==> src/rtl/alu_pkg.sv <==
// Shared opcodes, PSR bit positions and FSM states for the sequential ALU.
// ALU_MUL_EN adds the MUL state to the state enum.
package alu_pkg;

  localparam logic [5:0] OP_AND  = 6'b000001;
  localparam logic [5:0] OP_OR   = 6'b000010;
  localparam logic [5:0] OP_XOR  = 6'b000011;
  localparam logic [5:0] OP_ADD  = 6'b000101;
  localparam logic [5:0] OP_ADDU = 6'b000110;
  localparam logic [5:0] OP_SUB  = 6'b001001;
  localparam logic [5:0] OP_CMP  = 6'b001011;
  localparam logic [5:0] OP_MOV  = 6'b001101;
  localparam logic [5:0] OP_MUL  = 6'b001110;
  localparam logic [5:0] OP_LSHI = 6'b100000;
  localparam logic [5:0] OP_LSH  = 6'b100101;
  localparam logic [5:0] OP_LUI  = 6'b111111;

  localparam int PSR_C = 0;
  localparam int PSR_L = 2;
  localparam int PSR_F = 5;
  localparam int PSR_Z = 6;
  localparam int PSR_N = 7;

  typedef enum logic [1:0] {
    ST_IDLE  = 2'd0,
    ST_SHIFT = 2'd1
`ifdef ALU_MUL_EN
    ,
    ST_MUL   = 2'd2
`endif
  } state_t;

endpackage

==> src/rtl/alu_iter_unit.sv <==
// Iterative datapath: one-bit-per-cycle shifter and, with ALU_MUL_EN,
// a shift-add multiplier. o_result is the value produced on the done edge.
module alu_iter_unit #(
  parameter int WIDTH    = 16,
  parameter int CNT_BITS = $clog2(WIDTH) + 1
) (
  input  logic                clk,
  input  logic                reset,
  input  logic                i_start,
`ifdef ALU_MUL_EN
  input  logic                i_is_mul,
  input  logic [WIDTH-1:0]    i_b,
`endif
  input  logic                i_dir_right,
  input  logic [CNT_BITS-1:0] i_count,
  input  logic [WIDTH-1:0]    i_a,
  output logic                o_done,
  output logic [WIDTH-1:0]    o_result
);

  logic [WIDTH-1:0]    r_data;
  logic [CNT_BITS-1:0] r_cnt;
  logic                r_right;
  logic [WIDTH-1:0]    w_data_next;

`ifdef ALU_MUL_EN
  logic                r_is_mul;
  logic [WIDTH-1:0]    r_mplier;
  logic [WIDTH-1:0]    r_acc;
  logic [WIDTH-1:0]    w_acc_next;

  assign w_acc_next = r_acc + (r_mplier[0] ? r_data : {WIDTH{1'b0}});
  assign o_result   = r_is_mul ? w_acc_next : w_data_next;
`else
  assign o_result   = w_data_next;
`endif

  assign w_data_next = r_right ? (r_data >> 1) : (r_data << 1);
  assign o_done      = (r_cnt == CNT_BITS'(1'b1));

  // Load on start, then step once per cycle until the counter drains.
  always_ff @(posedge clk) begin
    if (reset) begin
      r_data   <= {WIDTH{1'b0}};
      r_cnt    <= {CNT_BITS{1'b0}};
      r_right  <= 1'b0;
`ifdef ALU_MUL_EN
      r_is_mul <= 1'b0;
      r_mplier <= {WIDTH{1'b0}};
      r_acc    <= {WIDTH{1'b0}};
`endif
    end else if (i_start) begin
      r_data   <= i_a;
      r_cnt    <= i_count;
`ifdef ALU_MUL_EN
      r_is_mul <= i_is_mul;
      r_mplier <= i_b;
      r_acc    <= {WIDTH{1'b0}};
      r_right  <= i_dir_right && !i_is_mul;
`else
      r_right  <= i_dir_right;
`endif
    end else if (r_cnt != {CNT_BITS{1'b0}}) begin
      r_data   <= w_data_next;
      r_cnt    <= r_cnt - CNT_BITS'(1'b1);
`ifdef ALU_MUL_EN
      r_mplier <= r_mplier >> 1;
      r_acc    <= w_acc_next;
`endif
    end
  end

endmodule

==> src/rtl/alu_seq_unit.sv <==
// Registered multi-cycle ALU with owned PSR and valid/ready handshake.
// Define ALU_MUL_EN to compile in the iterative shift-add multiplier.
module alu_seq_unit
  import alu_pkg::*;
#(
  parameter int WIDTH         = 16,
  parameter int ALU_CONT_BITS = 6,
  parameter int CNT_BITS      = $clog2(WIDTH) + 1
) (
  input  logic                     clk,
  input  logic                     reset,
  input  logic                     in_valid,
  output logic                     in_ready,
  input  logic [WIDTH-1:0]         a,
  input  logic [WIDTH-1:0]         b,
  input  logic [ALU_CONT_BITS-1:0] alu_cont,
  output logic                     out_valid,
  output logic [WIDTH-1:0]         alu_out,
  output logic [WIDTH-1:0]         psr_flags
);

  state_t              r_state;
  state_t              w_state_next;
  logic [WIDTH-1:0]    r_alu_out;
  logic [WIDTH-1:0]    r_psr;
  logic                r_out_valid;

  logic                w_accept;
  logic [WIDTH:0]      w_add;
  logic [WIDTH-1:0]    w_sub;
  logic [WIDTH-1:0]    w_b_mag;
  logic [CNT_BITS-1:0] w_shift_n;
  logic [CNT_BITS-1:0] w_iter_count;
  logic [WIDTH-1:0]    w_result;
  logic [WIDTH-1:0]    w_psr_next;
  logic                w_keep_out;
  logic                w_go_shift;
  logic                w_go_mul;
  logic                w_iter_start;
  logic                w_iter_done;
  logic [WIDTH-1:0]    w_iter_result;

  assign in_ready  = (r_state == ST_IDLE);
  assign out_valid = r_out_valid;
  assign alu_out   = r_alu_out;
  assign psr_flags = r_psr;
  assign w_accept  = in_valid && in_ready;

  assign w_add   = {1'b0, a} + {1'b0, b};
  assign w_sub   = a - b;
  // b is a signed shift amount; its magnitude saturates at WIDTH.
  assign w_b_mag   = b[WIDTH-1] ? (~b + WIDTH'(1'b1)) : b;
  assign w_shift_n = (w_b_mag >= WIDTH'(WIDTH)) ? CNT_BITS'(WIDTH) : w_b_mag[CNT_BITS-1:0];

  assign w_iter_start = w_accept && (w_go_shift || w_go_mul);
  assign w_iter_count = w_go_mul ? CNT_BITS'(WIDTH) : w_shift_n;

  // Single-cycle result, PSR next value and long-op dispatch decode.
  always_comb begin
    w_result   = {WIDTH{1'b0}};
    w_psr_next = r_psr;
    w_keep_out = 1'b0;
    w_go_shift = 1'b0;
    w_go_mul   = 1'b0;
    case (alu_cont)
      OP_AND:  w_result = a & b;
      OP_OR:   w_result = a | b;
      OP_XOR:  w_result = a ^ b;
      OP_ADD: begin
        w_result          = w_add[WIDTH-1:0];
        w_psr_next[PSR_C] = w_add[WIDTH];
        w_psr_next[PSR_F] = (a[WIDTH-1] == b[WIDTH-1]) && (w_add[WIDTH-1] != a[WIDTH-1]);
      end
      OP_ADDU: w_result = w_add[WIDTH-1:0];
      OP_SUB: begin
        w_result          = w_sub;
        w_psr_next[PSR_C] = (a < b);
        w_psr_next[PSR_F] = (a[WIDTH-1] != b[WIDTH-1]) && (w_sub[WIDTH-1] != a[WIDTH-1]);
      end
      OP_CMP: begin
        w_keep_out        = 1'b1;
        w_psr_next[PSR_N] = ($signed(a) < $signed(b));
        w_psr_next[PSR_L] = (a < b);
        w_psr_next[PSR_Z] = (a == b);
      end
      OP_MOV:  w_result = b;
      OP_LUI:  w_result = b << 4'd8;
      OP_LSH, OP_LSHI: begin
        w_result   = a;
        w_go_shift = (w_shift_n != {CNT_BITS{1'b0}});
      end
`ifdef ALU_MUL_EN
      OP_MUL:  w_go_mul = 1'b1;
`endif
      default: w_result = {WIDTH{1'b0}};
    endcase
  end

  // FSM state register.
  always_ff @(posedge clk) begin
    if (reset) begin
      r_state <= ST_IDLE;
    end else begin
      r_state <= w_state_next;
    end
  end

  // FSM next-state logic.
  always_comb begin
    w_state_next = r_state;
    case (r_state)
      ST_IDLE: begin
        if (w_accept && w_go_shift) begin
          w_state_next = ST_SHIFT;
`ifdef ALU_MUL_EN
        end else if (w_accept && w_go_mul) begin
          w_state_next = ST_MUL;
`endif
        end else begin
          w_state_next = ST_IDLE;
        end
      end
      ST_SHIFT: w_state_next = w_iter_done ? ST_IDLE : ST_SHIFT;
`ifdef ALU_MUL_EN
      ST_MUL:   w_state_next = w_iter_done ? ST_IDLE : ST_MUL;
`endif
      default:  w_state_next = ST_IDLE;
    endcase
  end

  // Result, PSR and completion pulse; CMP updates flags but keeps alu_out.
  always_ff @(posedge clk) begin
    if (reset) begin
      r_alu_out   <= {WIDTH{1'b0}};
      r_psr       <= {WIDTH{1'b0}};
      r_out_valid <= 1'b0;
    end else begin
      r_out_valid <= 1'b0;
      if (w_accept && !w_iter_start) begin
        if (!w_keep_out) begin
          r_alu_out <= w_result;
        end
        r_psr       <= w_psr_next;
        r_out_valid <= 1'b1;
      end else if (w_iter_done) begin
        r_alu_out   <= w_iter_result;
        r_out_valid <= 1'b1;
      end
    end
  end

  alu_iter_unit #(
    .WIDTH    (WIDTH),
    .CNT_BITS (CNT_BITS)
  ) u_iter (
    .clk         (clk),
    .reset       (reset),
    .i_start     (w_iter_start),
`ifdef ALU_MUL_EN
    .i_is_mul    (w_go_mul),
    .i_b         (b),
`endif
    .i_dir_right (b[WIDTH-1]),
    .i_count     (w_iter_count),
    .i_a         (a),
    .o_done      (w_iter_done),
    .o_result    (w_iter_result)
  );

endmodule

==> config.mk <==
export PLATFORM = sky130hd
export DESIGN_NAME = alu_seq_unit
export DESIGN_NICKNAME = d
export VERILOG_FILES = /design/src/rtl/alu_pkg.sv /design/src/rtl/alu_iter_unit.sv /design/src/rtl/alu_seq_unit.sv
export SDC_FILE = /design/constraint.sdc
export NUM_CORES = 1
export LEC_CHECK = 0
export CAP_MARGIN = 10
export CORE_ASPECT_RATIO = 0.8
export CORE_UTILIZATION = 52
export DETAILED_ROUTE_END_ITERATION = 12
export PLACE_DENSITY = 0.78
export RECOVER_POWER = 50
export SLEW_MARGIN = 10
export SYNTH_ARGS = -nofsm -noshare
export SYNTH_HDL_FRONTEND = slang
export SYNTH_SLANG_ARGS = --single-unit
==> constraint.sdc <==
create_clock -name clk -period 7.82 [get_ports clk]
set_input_delay 0.782 -clock clk [delete_from_list [all_inputs] [get_ports clk]]
set_output_delay 0.782 -clock clk [all_outputs]
set_load 0.005 [all_outputs]
# Word level (Yosys, flattened, before mapping)
# Cells that the tools add are included.
# W data, S select, Z words.
[totals]
in_bits = 41
reg_bits = 46
word_cells = 75
out_inout_bits = 34
[op_classes]
order_cmp = 3
add_sub_neg = 4
n_bitwise = 4
n_reduce_logical = 17
eq_ne = 19
mux = 20
[ops]
columns = ["cell", "n"]
rows = [
  ["$pmux W16 S8", 1],
  ["$mux W16", 7],
  ["$lt A16 B16 Y1", 2],
  ["$eq A6 B4 Y1 const B", 3],
  ["$eq A6 B6 Y1 const B", 3],
  ["$add A16 B16 Y17", 1],
  ["$add A16 B1 Y16 const B", 1],
  ["$and A16 B16 Y16", 1],
  ["$eq A16 B16 Y1", 1],
  ["$ge A16 B5 Y1 const B", 1],
  ["$not A16 Y16", 1],
  ["$or A16 B16 Y16", 1],
  ["$sub A16 B16 Y16", 1],
  ["$xor A16 B16 Y16", 1],
  ["$mux W5", 3],
  ["$eq A6 B2 Y1 const B", 2],
  ["$eq A6 B3 Y1 const B", 2],
  ["$reduce_bool A5 Y1", 2],
  ["$eq A6 B1 Y1 const B", 1],
  ["$mux W1", 6],
  ["$reduce_and A2 Y1", 3],
  ["$reduce_bool A2 Y1", 3],
  ["$eq A5 B1 Y1 const B", 1],
  ["$logic_and A1 B1 Y1", 5],
  ["10 further kinds", 14],
]

# Logic depth before layout (Yosys ltp)
# Gate-level depths: netlist of the first run.
[logic_depth]
depth_word = 12
depth_mapped = 13
ltp_nobuf = 12

# Hierarchy
# Synthesis of the first run repeated with hierarchy kept, for this count alone.
[unflattened]
hier_cells = 722
hier_area_um2 = 5417.7
[by_module_without_submodules]
columns = ["module", "area_each_um2", "n_inst", "cells_per_inst", "seq_area_each_um2"]
rows = [
  ["alu_seq_unit", 4270.3, 1, 607, 460.4],
  ["alu_iter_unit", 1147.4, 1, 115, 440.4],
]

# Least setup slack after synthesis of the first run
# OpenSTA, ideal clock, no wires.
[synth_path]
path_type = "input port to flip-flop"
startpoint = "input port b[2]"
endpoint = "register r_alu_out[14] (netlist: alu_out[14])"
cell_stages = 13
setup_time_ns = 0.137
slack_ns = 4.162
arrival_time_ns = 3.521
t_required_ns = 7.683
cell_sequence = "buf_2 -> inv_1 -> ha_1 -> clkbuf_1 -> a21o_1 -> a2111o_1 -> a2111oi_0 -> nor3_1 -> a21oi_1 -> o21bai_1 -> a221o_1 -> a211oi_1 -> a2111oi_2"
[synth_via]
elab_chain_cells = 12
word_cells_on_any_way = 18
cone_classes = "add/sub (3); order compare (1); eq/ne (1); mux (6); bitwise (1); reduce/logical (6)"
[synth_lines]
columns = ["element", "line_no", "rtl"]
rows = [
  ["from (decl)", "alu_seq_unit.sv:15", "input logic [WIDTH-1:0] b,"],
  ["$not A16 Y16", "alu_seq_unit.sv:52", "assign w_b_mag = b[WIDTH-1] ? (~b + WIDTH'(1'b1)) : b;"],
  ["$add A16 B1 Y16", "alu_seq_unit.sv:52", ""],
  ["$mux W16", "alu_seq_unit.sv:52", ""],
  ["$ge A16 B5 Y1", "alu_seq_unit.sv:53", "assign w_shift_n = (w_b_mag >= WIDTH'(WIDTH)) ? CNT_BITS'(WIDTH) : w_b_mag[CNT_BITS-1:0];"],
  ["$mux W5", "alu_seq_unit.sv:53", ""],
  ["$reduce_bool A5 Y1", "alu_seq_unit.sv:90", "w_go_shift = (w_shift_n != {CNT_BITS{1'b0}});"],
  ["$mux W1", "alu_seq_unit.sv:65", "case (alu_cont)"],
  ["$logic_and A1 B1 Y1", "alu_seq_unit.sv:55", "assign w_iter_start = w_accept && (w_go_shift || w_go_mul);"],
  ["$logic_not A1 Y1", "alu_seq_unit.sv:139", "if (w_accept && !w_iter_start) begin"],
  ["$logic_and A1 B1 Y1", "alu_seq_unit.sv:139", ""],
  ["$ne A2 B2 Y1 (no line) or $reduce_bool A2 Y1 (tied branches)", "n/a", ""],
  ["$reduce_and A2 Y1 (no line)", "n/a", ""],
  ["to (signal assigned)", "alu_seq_unit.sv:134", "r_alu_out <= {WIDTH{1'b0}};"],
  ["to (signal assigned)", "alu_seq_unit.sv:141", "r_alu_out <= w_result;"],
  ["to (signal assigned)", "alu_seq_unit.sv:146", "r_alu_out <= w_iter_result;"],
  ["to (decl)", "alu_seq_unit.sv:24", "logic [WIDTH-1:0] r_alu_out;"],
]
# Several ways; a longest one is shown, not always the timed one. The select of a mux whose other input is x is not followed.
# A chain may end at the register's enable or synchronous reset.

# Final worst setup path of the first run
[layout_path]
startpoint = "input port b[1]"
endpoint = "register u_iter.r_cnt[4]"
[layout_via]
elab_chain_cells = 9
word_cells_on_any_way = 10
cone_classes = "add/sub (1); order compare (1); mux (4); bitwise (1); reduce/logical (3)"
[layout_lines]
columns = ["element", "line_no", "rtl"]
rows = [
  ["$not A16 Y16", "alu_seq_unit.sv:52", ""],
  ["$add A16 B1 Y16", "alu_seq_unit.sv:52", ""],
  ["$mux W16 (*)", "alu_seq_unit.sv:52", ""],
  ["$ge A16 B5 Y1", "alu_seq_unit.sv:53", ""],
  ["$mux W5 (*)", "alu_seq_unit.sv:53", ""],
  ["$reduce_bool A5 Y1", "alu_seq_unit.sv:90", ""],
  ["$mux W1", "alu_seq_unit.sv:65", ""],
  ["$logic_and A1 B1 Y1", "alu_seq_unit.sv:55", ""],
  ["$mux W5 or $reduce_bool A2 Y1 (tied branches)", "n/a", ""],
  ["to (signal assigned)", "alu_iter_unit.sv:45", "r_cnt <= {CNT_BITS{1'b0}};"],
  ["to (signal assigned)", "alu_iter_unit.sv:54", "r_cnt <= i_count;"],
  ["to (signal assigned)", "alu_iter_unit.sv:65", "r_cnt <= r_cnt - CNT_BITS'(1'b1);"],
  ["to (decl)", "alu_iter_unit.sv:22", "logic [CNT_BITS-1:0] r_cnt;"],
]
# Every way passes the cells marked *; elsewhere a longest branch is shown, timed or not.

==> PnR_summary.wiki, run 1 <==
{| class="wikitable"
! Metric !! Value
|-
| Run status || finished with violations
|-
| Violated checks || capacitance limit, slew limit
|-
| Worst ir drop on vdd || 0.103 mV
|-
| GRT Overall Usage || 0.365
|-
| Library cell occupying the most area in the post-synthesis netlist || sky130_fd_sc_hd__dfxtp_1
|-
| Measured slew at the worst slew-check pin || 2.56 ns
|-
| Detailed Route Iter0 Violations || between 1,000 and 1,500
|-
| Max-cap check violation count || 1
|-
| Setup crit start kind || input port
|-
| Post-CTS Repair Setup Buffers || 0
|-
| 1st-pass router iterations || 6
|-
| Commonest non-fill, non-tap cells in the layout || sky130_fd_sc_hd__nand2_1, sky130_fd_sc_hd__o21ai_0, sky130_fd_sc_hd__inv_1, sky130_fd_sc_hd__nor2_1, sky130_fd_sc_hd__ha_1
|-
| Critical path fanouts, max || 28
|-
| Synth area leaders || sky130_fd_sc_hd__dfxtp_1, sky130_fd_sc_hd__ha_1, sky130_fd_sc_hd__mux2i_1
|-
| Vias after detailed routing || roughly 5,900
|-
| Netlist area before placement || roughly 0.0053 mm2
|-
| Fraction of final layout cells sized beyond drive strength 1 || 0.0469
|-
| Fin crit share || 0.771
|-
| Hold crit path type || flop to flop
|-
| Achievable clock frequency || ~170 MHz
|-
| Overall die height || ~93 um
|-
| Switching power share of the total || 0.411
|-
| Register bit total from synthesis || between 40 and 50
|-
| Cells after synthesis || 714
|-
| Detailed Place HPWL || around 14,000 um
|-
| DRC Markers || 0
|-
| Starting Density || 0.543
|-
| Critical Path AT || about 6.2 ns
|-
| Via count of the first global-routing pass || 5,627
|-
| Post-cts gate resize count || 0
|-
| N_diodes || 0
|-
| Final setup vio count || 0
|-
| Cts bufs inserted || 5
|-
| Number of unique standard cell types used by synthesis || 80
|-
| Clock edge transition at the registers on the reported setup and hold paths || 0.06 ns
|-
| Final Hold Viols || 0
|-
| Initial antenna violation count || 0
|-
| Overall die width || 115 um
|-
| Global route total overflow || 0
|-
| Final Routed Wirelength || 19,000 um
|-
| Kind of critical path || input port to flop
|-
| Count of buffers from port buffering || between 60 and 70
|-
| Required time worst endpoint || 8.02 ns
|-
| Number of nets at the end of the flow || 842
|-
| Post-CTS Hold Buffers || 0
|-
| Count of nets left with antenna violations after detail routing || 0
|-
| CTS root buffer || sky130_fd_sc_hd__clkbuf_16
|-
| Post-synth ARST share || 0
|-
| Pwr dens || 148 mW/mm2
|-
| GP Congestion || 1.03
|-
| Clock group share of total power || 0.235
|-
| Synthesis-to-layout area growth || 13.7%
|-
| Internal power component || 0.527 mW
|-
| Die area || 0.0107 mm2
|-
| Average wire per standard cell || 21.5 um
|-
| Leakage dissipation || about 2.3 nW
|-
| Final worst slack || about 1.8 ns
|-
| Nature of the critical path endpoint || flop
|-
| Proportion of power drawn by combinational gates || 0.461
|-
| Core Util, Final || 0.617
|-
| Clk sinks || 45
|-
| Setup skew after layout || 0.00676 ns
|-
| Row count || 32
|-
| Detailed-route vias per instance || 6.70
|-
| Pre-CTS WS || 2.87 ns
|-
| Period minus WS final || 6.03 ns
|-
| Slew HR || -0.710
|-
| P_sw || approximately 0.37 mW
|-
| Post-route cell area || 0.00606 mm2
|-
| Core region area || 0.00981 mm2
|-
| Buffers from clock root to sink, at most || 2
|-
| CTS tree || yes
|-
| Mean instance size in the synthesized netlist || ~7.5 um2
|-
| Setup TNS Final || 0 ns
|-
| Sequential element share of the synthesized area || 0.169
|-
| Boundary pin count || 75
|-
| Fraction of synthesized cell area taken by the top area cell type || 0.169
|-
| Flop pwr share || 0.303
|-
| Number of max-slew violations in the final report || 29
|-
| Total number of yosys warnings || 0
|-
| Worst hold slack across all endpoints || 0.471 ns
|-
| DP Area || 0.00594 mm2
|-
| Global-route wire length before repair || 29,800 um
|-
| Leading cell type in the layout, fill and taps excluded || sky130_fd_sc_hd__nand2_1
|-
| Worst-skew pair later-pin latency || 0.29 ns
|-
| Predominant post-synthesis flop cell || sky130_fd_sc_hd__dfxtp_1
|-
| Unrepaired setup endpoints after global routing || no
|-
| Max H-tree Level || 2
|-
| Pin count of the biggest net entering global routing || 48
|-
| Post-synth EDFFs || 0
|}
## routing by layer
| layer | vias up | routed length [um] | GRT usage |
|---|---|---|---|
| li1 | 2677 | - | - |
| met1 | 2759 | 7590 | 0.473 |
| met2 | 395 | 8310 | 0.571 |
| met3 | 86 | 1990 | 0.0772 |
| met4 | 0 | 1090 | 0.184 |
| met5 | - | 0 | 0 |
## synth_stat cells, types with 5 or more instances
cell	count
sky130_fd_sc_hd__o21bai_1	9
sky130_fd_sc_hd__o21ai_0	60
sky130_fd_sc_hd__a222oi_1	10
sky130_fd_sc_hd__xnor2_1	10
sky130_fd_sc_hd__dfxtp_1	45
sky130_fd_sc_hd__buf_4	12
sky130_fd_sc_hd__mux2i_1	36
sky130_fd_sc_hd__nand3_1	28
sky130_fd_sc_hd__a31oi_1	12
sky130_fd_sc_hd__a211oi_1	12
sky130_fd_sc_hd__a21oi_1	36
sky130_fd_sc_hd__clkbuf_1	31
sky130_fd_sc_hd__o211ai_1	5
sky130_fd_sc_hd__nor2_1	51
sky130_fd_sc_hd__nand2b_1	10
sky130_fd_sc_hd__buf_2	6
sky130_fd_sc_hd__nand4_1	7
sky130_fd_sc_hd__inv_1	52
sky130_fd_sc_hd__ha_1	52
sky130_fd_sc_hd__a221oi_1	7
sky130_fd_sc_hd__and3_1	6
sky130_fd_sc_hd__nor3_1	22
sky130_fd_sc_hd__a22oi_1	14
sky130_fd_sc_hd__nand2_1	69
sky130_fd_sc_hd__or3_1	11
## kinds of logic after synthesis
| kind of cell | after synthesis | share of synthesized area |
|---|---|---|
| AND/OR/NAND/NOR | 232 | 0.221 |
| adder cells (fa/ha/maj) | 54 | 0.130 |
| buffers and inverters | 108 | 0.0916 |
| other | 1 | 0.000704 |
| XOR/XNOR | 12 | 0.0197 |
| AO/OA/AOI/OAI | 226 | 0.301 |
| multiplexers | 36 | 0.0676 |
| flip-flops | 45 | 0.169 |
## sequential cells by signal, summed over array words and instances (netlist names)
signal,count
out_valid,1
u_iter.r_right,1
psr_flags,5
u_iter.r_data,16
alu_out,16
r_state,1
u_iter.r_cnt,5
## power by group through the flow
stage	Clock [mW]	Sequential, mW	Combinational, mW
floorplan	0	0.272	0.291
global placement	0	0.275	0.390
detailed placement	0	0.276	0.403
CTS	0.212	0.271	0.406
global route	0.222	0.273	0.452
finish	0.211	0.272	0.413
## worst max-delay path: stages
cell                            delay (ns)
sky130_fd_sc_hd__dlygate4sd3_1        0.69
sky130_fd_sc_hd__inv_1                0.27
sky130_fd_sc_hd__ha_1                 0.26
sky130_fd_sc_hd__nor3b_1              0.81
sky130_fd_sc_hd__nand2_1              0.20
sky130_fd_sc_hd__mux2i_1              0.16
sky130_fd_sc_hd__a32oi_1              0.19
sky130_fd_sc_hd__or4b_1               0.28
sky130_fd_sc_hd__o21ai_4              0.12
sky130_fd_sc_hd__nor2_1               1.89
sky130_fd_sc_hd__a211oi_1             0.22
sky130_fd_sc_hd__a211oi_1             0.33
## cell type report
type | instances | area [um2]
multi-input cells | 571 | 3950
fillers | 908 | 3750
flip-flops and latches | 45 | 901
repair buffers | 71 | 691
inverters | 53 | 199
well taps | 136 | 170
clock buffers | 7 | 143
## stage by stage
stage	instances	total power [mW]
finish	883	0.895
global route	883	0.946
CTS	883	0.889
detailed placement	876	0.679
global placement	876	0.665
floorplan	724	0.562
## final timing paths
kind | start | slack (ns) | endpoint | cells after the start
worst max register to register | r_state[0]$_SDFF_PP0_ | 4.63 | u_iter.r_cnt[4]$_SDFFE_PP0P_ | 5
worst min-delay path | alu_out[4]$_SDFFE_PP0P_ | 0.47 | alu_out[4]$_SDFFE_PP0P_ | 2
worst min register to register | alu_out[4]$_SDFFE_PP0P_ | 0.47 | alu_out[4]$_SDFFE_PP0P_ | 2
worst max-delay path | b[1] | 1.79 | u_iter.r_cnt[4]$_SDFFE_PP0P_ | 12
No activity file was read; power rests on OpenSTA's default activity.
==> inputs of run 2 (changes only) <==
clock period = 5.6 ns   (was 7.82 ns; I/O delays follow)
==> run 2 against run 1 <==
Clock-buffer cell count is the same. Global-route usage shrank 0.61 points. Hold slack gained 0.011 ns. The run still ends with capacitance limit, slew limit left. Setup slack lost 0.78 ns. Critical path depth is the same.
==> PnR_summary.wiki, run 2 (same netlist as run 1, synthesis figures left out) <==
{| class="wikitable"
! Metric !! Value
|-
| Worst ir drop on vdd || approximately 0.16 mV
|-
| Buffers from clock root to sink, at most || 2
|-
| Period minus WS final || between 4 and 5 ns
|-
| Final Routed Wirelength || between 15,000 and 20,000 um
|-
| Final Hold Viols || 0
|-
| Clk sinks || 45
|-
| Starting Density || 0.543
|-
| Synthesis-to-layout area growth || 14.2%
|-
| Die area || 0.0107 mm2
|-
| Core Util, Final || 0.620
|-
| Worst-skew pair later-pin latency || 0.29 ns
|-
| Detailed Place HPWL || 14,400 um
|-
| Measured slew at the worst slew-check pin || 1.55 ns
|-
| Worst path buffer plus inverter count || 2
|-
| Detailed Route Iter0 Violations || 1,007
|-
| Number of nets at the end of the flow || between 800 and 900
|-
| Setup skew after layout || approximately 0.0038 ns
|-
| Global route total overflow || 0
|-
| Leading cell type in the layout, fill and taps excluded || sky130_fd_sc_hd__nand2_1
|-
| Critical Path AT || between 4 and 5 ns
|-
| Cts bufs inserted || 5
|-
| Post-CTS Hold Buffers || 0
|-
| Pin count of the biggest net entering global routing || 48
|-
| Final setup vio count || 0
|-
| Clock edge transition at the registers on the reported setup and hold paths || about 0.060 ns
|-
| Critical path fanouts, max || 22
|-
| Count of buffers from port buffering || 63
|-
| N_diodes || 0
|-
| Global-route wire length before repair || 29,200 um
|-
| Initial antenna violation count || 0
|-
| Leakage dissipation || 2.35 nW
|-
| GP Congestion || between 1 and 1.5
|-
| Overall die height || 92.5 um
|-
| Via count of the first global-routing pass || 5,454
|-
| Max H-tree Level || 2
|-
| 1st-pass router iterations || 6
|-
| Vias after detailed routing || 5,863
|-
| Unrepaired setup endpoints after global routing || no
|-
| Number of max-slew violations in the final report || 29
|-
| Kind of critical path || input port to flop
|-
| Slew HR || -0.0340
|-
| Fin crit share || 0.820
|-
| Core region area || approximately 0.0098 mm2
|-
| Run status || finished with violations
|-
| Required time worst endpoint || 5.82 ns
|-
| Crit-path slowest cell || sky130_fd_sc_hd__dlygate4sd3_1
|-
| Setup crit start kind || input port
|-
| Pwr dens || 204 mW/mm2
|-
| Hold crit path type || flop to flop
|-
| DRC Markers || 0
|-
| Average wire per standard cell || 21.4 um
|-
| Achievable clock frequency || 218 MHz
|-
| Post-CTS Repair Setup Buffers || 0
|-
| Max-cap check violation count || 1
|-
| Violated checks || capacitance limit, slew limit
|-
| Count of nets left with antenna violations after detail routing || 0
|-
| Post-cts gate resize count || 0
|-
| CTS tree || yes
|-
| Detailed-route vias per instance || 6.62
|-
| Nature of the critical path endpoint || flop
|-
| CTS root buffer || sky130_fd_sc_hd__clkbuf_16
|-
| Commonest non-fill, non-tap cells in the layout || sky130_fd_sc_hd__nand2_1, sky130_fd_sc_hd__o21ai_0, sky130_fd_sc_hd__inv_1, sky130_fd_sc_hd__ha_1, sky130_fd_sc_hd__nor2_1
|-
| Cell-by-cell listing of the critical path || dlygate4sd3_1 > inv_1 > ha_1 > nor3b_4 > nand4_1 > mux2i_1 > o211ai_1 > or4b_1 > o21a_1 > nor2_2 > o311ai_0 > a31oi_1
|-
| Top Family by Delay on Critical Path || simple AND/OR/NAND/NOR gates
|-
| Row count || 32
|-
| Fraction of final layout cells sized beyond drive strength 1 || 0.0521
|-
| Setup TNS Final || 0 ns
|-
| GRT Overall Usage || 0.359
|-
| Overall die width || between 100 and 150 um
|-
| Longest individual stage delay on the worst path || approximately 0.70 ns
|-
| Boundary pin count || 75
|}
## run 2: cell count changes in the layout (fill, tap and decap cells not counted), sizes merged
| cell | previous run | this run |
|---|---|---|
| buf | 8 | 10 |
| clkdlybuf4s50 | 38 | 39 |
| dlygate4sd3 | 25 | 24 |
## run 2: worst paths after layout
path,end,startpoint,slack (ns),cells after the start
setup / recovery,alu_out[7]$_SDFFE_PP0P_,b[1],1.01,12
hold reg to reg,alu_out[2]$_SDFFE_PP0P_,alu_out[2]$_SDFFE_PP0P_,0.48,2
hold / removal,alu_out[2]$_SDFFE_PP0P_,alu_out[2]$_SDFFE_PP0P_,0.48,2
setup reg to reg,u_iter.r_data[9]$_SDFFE_PP0P_,r_state[0]$_SDFF_PP0_,3.26,5
## run 2: cell type report
type	count	area, um2
multi-input combinational	571	3970
fill	888	3720
sequential	45	901
timing repair buffer	73	706
inverter	53	199
tap	136	170
clock buffer	7	143
## run 2: report_power, final
| part | internal [mW] | total (mW) | switching [mW] |
|---|---|---|---|
| sequential | 0.352 | 0.378 | 0.0259 |
| clock | 0.175 | 0.296 | 0.121 |
| combinational | 0.209 | 0.568 | 0.359 |
| total | 0.736 | 1.24 | 0.505 |
## run 2: per-layer routing
| layer | share of wire | global-route usage | vias up |
|---|---|---|---|
| met1 | 0.40 | 0.468 | 2674 |
| met5 | 0 | 0 | - |
| met2 | 0.44 | 0.554 | 416 |
| li1 | - | - | 2689 |
| met3 | 0.11 | 0.0753 | 84 |
| met4 | 0.048 | 0.189 | 0 |
## run 2: worst register-to-register path: stages, from the launching register on
cell,delay (ns)
sky130_fd_sc_hd__dfxtp_1,0.32
sky130_fd_sc_hd__inv_1,0.07
sky130_fd_sc_hd__nand2_1,0.20
sky130_fd_sc_hd__nor2_2,1.24
sky130_fd_sc_hd__mux2i_1,0.32
sky130_fd_sc_hd__nor2_1,0.06
## run 2: stage by stage
step / hold slack, ns / std cells / setup WS [ns] / cell area (um2) / power [mW]
floorplan: 0.460 / 724 / 2.16 / 5370 / 0.785
global placement: 0.459 / 878 / 1.13 / 5950 / 0.932
detailed placement: 0.470 / 878 / 0.923 / 5950 / 0.941
CTS: 0.478 / 885 / 1.22 / 6090 / 1.24
global route: 0.491 / 885 / 0.794 / 6090 / 1.32
finish: 0.481 / 885 / 1.01 / 6090 / 1.24
==> inputs of run 3 (changes only) <==
CORE_UTILIZATION = 51   (was 52)
PLACE_DENSITY = 0.79   (was 0.78)
clock period = 3.9 ns   (was 5.6 ns; I/O delays follow)
==> run 3 against run 2 <==
The flow now finishes without violations. Total power up 56%. Global-route usage up 2.0 points. First-iteration DRC count down 13%. Sequential share of layout area down 0.98 points. Register-to-register slack worse by 1.5 ns. Cell area up 7.1%. Largest power group unchanged.
==> PnR_summary.wiki, run 3 (same netlist as run 1, synthesis figures left out) <==
{| class="wikitable"
! Metric !! Value
|-
| Cells on Worst Hold Path || 2
|-
| Cell total after placement || 928
|-
| Hold crit path type || flop to flop
|-
| Fraction of final layout cells sized beyond drive strength 1 || 0.115
|-
| Required time worst endpoint || 4.05 ns
|-
| Kind of critical path || input port to flop
|-
| Average wire per standard cell || between 20 and 25 um
|-
| Overall die width || 116 um
|-
| Count of buffers from port buffering || between 60 and 70
|-
| Fin crit share || 0.931
|-
| Global-route wire length before repair || 31,300 um
|-
| Post-CTS Hold Buffers || 0
|-
| Critical Path AT || ~3.8 ns
|-
| Post-route cell area || 0.00652 mm2
|-
| Number of nets at the end of the flow || roughly 900
|-
| Count of non-filler cells in the finished layout || 936
|-
| Pin count of the biggest net entering global routing || 48
|-
| N_diodes || 0
|-
| Number of max-slew violations in the final report || 0
|-
| Period minus WS final || 3.63 ns
|-
| Hold Path Sink || alu_out[1]$_SDFFE_PP0P_
|-
| DP Area || 0.00634 mm2
|-
| Boundary pin count || 75
|-
| Capture instance of the worst register-to-register path || u_iter.r_data[12]$_SDFFE_PP0P_
|-
| Pwr dens || roughly 300 mW/mm2
|-
| Global route total overflow || 0
|-
| Final setup vio count || 0
|-
| Final Hold Viols || 0
|-
| Achievable clock frequency || 275 MHz
|-
| GRT Overall Usage || 0.379
|-
| Worst hold slack across all endpoints || between 0.4 and 0.5 ns
|-
| Row count || 32
|-
| Detailed Place HPWL || 15,500 um
|-
| Clk sinks || 45
|-
| Post-cts gate resize count || 0
|-
| Cts bufs inserted || 5
|-
| Max H-tree Level || 2
|-
| Origin of the critical flop-to-flop path || u_iter.r_cnt[2]$_SDFFE_PP0P_
|-
| CTS root buffer || sky130_fd_sc_hd__clkbuf_16
|-
| Via count of the first global-routing pass || approximately 6,000
|-
| Clock edge transition at the registers on the reported setup and hold paths || 0.06 ns
|-
| Slew HR || 0.220
|-
| Overall power || between 1.5 and 2 mW
|-
| Setup crit start kind || input port
|-
| Die area || approximately 0.011 mm2
|-
| R2r worst-path depth || 5
|-
| Leading cell type in the layout, fill and taps excluded || sky130_fd_sc_hd__nand2_1
|-
| CTS tree || yes
|-
| Worst-skew pair later-pin latency || 0.30 ns
|-
| GP Congestion || about 1
|-
| Worst ir drop on vdd || 0.233 mV
|-
| Synthesis-to-layout area growth || 22.3%
|-
| DRC Markers || 0
|-
| R2R Setup Slk || around 1.7 ns
|-
| Detailed-route vias per instance || 6.60
|-
| Setup skew after layout || 0.00548 ns
|-
| Post-CTS Repair Setup Buffers || 0
|-
| Core region area || 0.00989 mm2
|-
| Overall die height || roughly 93 um
|-
| Buffers from clock root to sink, at most || 2
|-
| Commonest non-fill, non-tap cells in the layout || sky130_fd_sc_hd__nand2_1, sky130_fd_sc_hd__o21ai_0, sky130_fd_sc_hd__buf_4
|-
| Max-cap check violation count || 0
|-
| Critical path fanouts, max || 3
|-
| Count of nets left with antenna violations after detail routing || 0
|-
| Detailed Route Iter0 Violations || a little under 900
|-
| Final Routed Wirelength || 20,100 um
|-
| Measured slew at the worst slew-check pin || ~1.2 ns
|-
| Vias after detailed routing || 6,180
|-
| Leakage dissipation || 2.62 nW
|-
| Run status || completed
|-
| 1st-pass router iterations || 6
|-
| Starting Density || 0.539
|-
| Initial antenna violation count || 0
|-
| Setup TNS Final || 0 ns
|-
| Unrepaired setup endpoints after global routing || no
|-
| Nature of the critical path endpoint || flop
|-
| Worst Hold Launch || alu_out[1]$_SDFFE_PP0P_
|}
run 3: how the worst max path moves through the flow:
stage | startpoint | end | slack [ns]
global route | a[0] | alu_out[14]$_SDFFE_PP0P_ | 0.02
CTS | a[0] | alu_out[14]$_SDFFE_PP0P_ | 0.31
global placement | a[0] | alu_out[14]$_SDFFE_PP0P_ | 0.06
detailed placement | a[0] | alu_out[14]$_SDFFE_PP0P_ | 0.03
floorplan | b[2] | alu_out[14]$_SDFFE_PP0P_ | 0.63
finish | a[0] | alu_out[14]$_SDFFE_PP0P_ | 0.27
run 3: stage by stage:
stage | util | worst slack (ns)
6_report | 0.659 | 0.269
5_1_grt | 0.659 | 0.0247
4_1_cts | 0.659 | 0.315
3_5_place_dp | 0.641 | 0.0345
3_3_place_gp | 0.641 | 0.0586
2_1_floorplan | - | 0.634
run 3: worst max-delay path, stage by stage:
cell                              delay (ns)
sky130_fd_sc_hd__clkdlybuf4s50_1        0.45
sky130_fd_sc_hd__ha_1                   0.25
sky130_fd_sc_hd__fa_1                   0.42
sky130_fd_sc_hd__a21o_1                 0.20
sky130_fd_sc_hd__a2111o_1               0.43
sky130_fd_sc_hd__a2111oi_0              0.42
sky130_fd_sc_hd__nor3_1                 0.17
sky130_fd_sc_hd__a21oi_1                0.21
sky130_fd_sc_hd__o21bai_1               0.11
sky130_fd_sc_hd__a221o_1                0.32
sky130_fd_sc_hd__a211oi_1               0.33
sky130_fd_sc_hd__a2111oi_2              0.08
run 3: final cells by class:
cell class,count,area (um2)
inverters,53,199
clock inverters,2,37.5
fillers,868,3370
well taps,136,170
multi-input cells,571,3980
repair buffers,123,1090
clock buffers,6,139
flip-flops and latches,45,901
run 3: where the power goes:
part	internal (mW)	switching, mW
clock	0.320	0.192
combinational	0.343	0.543
sequential	0.505	0.0369
total	1.17	0.772
run 3: layer usage:
metal / wire, um / up-vias / share of wire / track usage
met5: 0 / - / 0 / 0
met4: 1000 / 0 / 0.050 / 0.197
met3: 1990 / 84 / 0.099 / 0.0661
met2: 8910 / 416 / 0.44 / 0.600
met1: 8220 / 2891 / 0.41 / 0.489
li1: - / 2789 / - / -
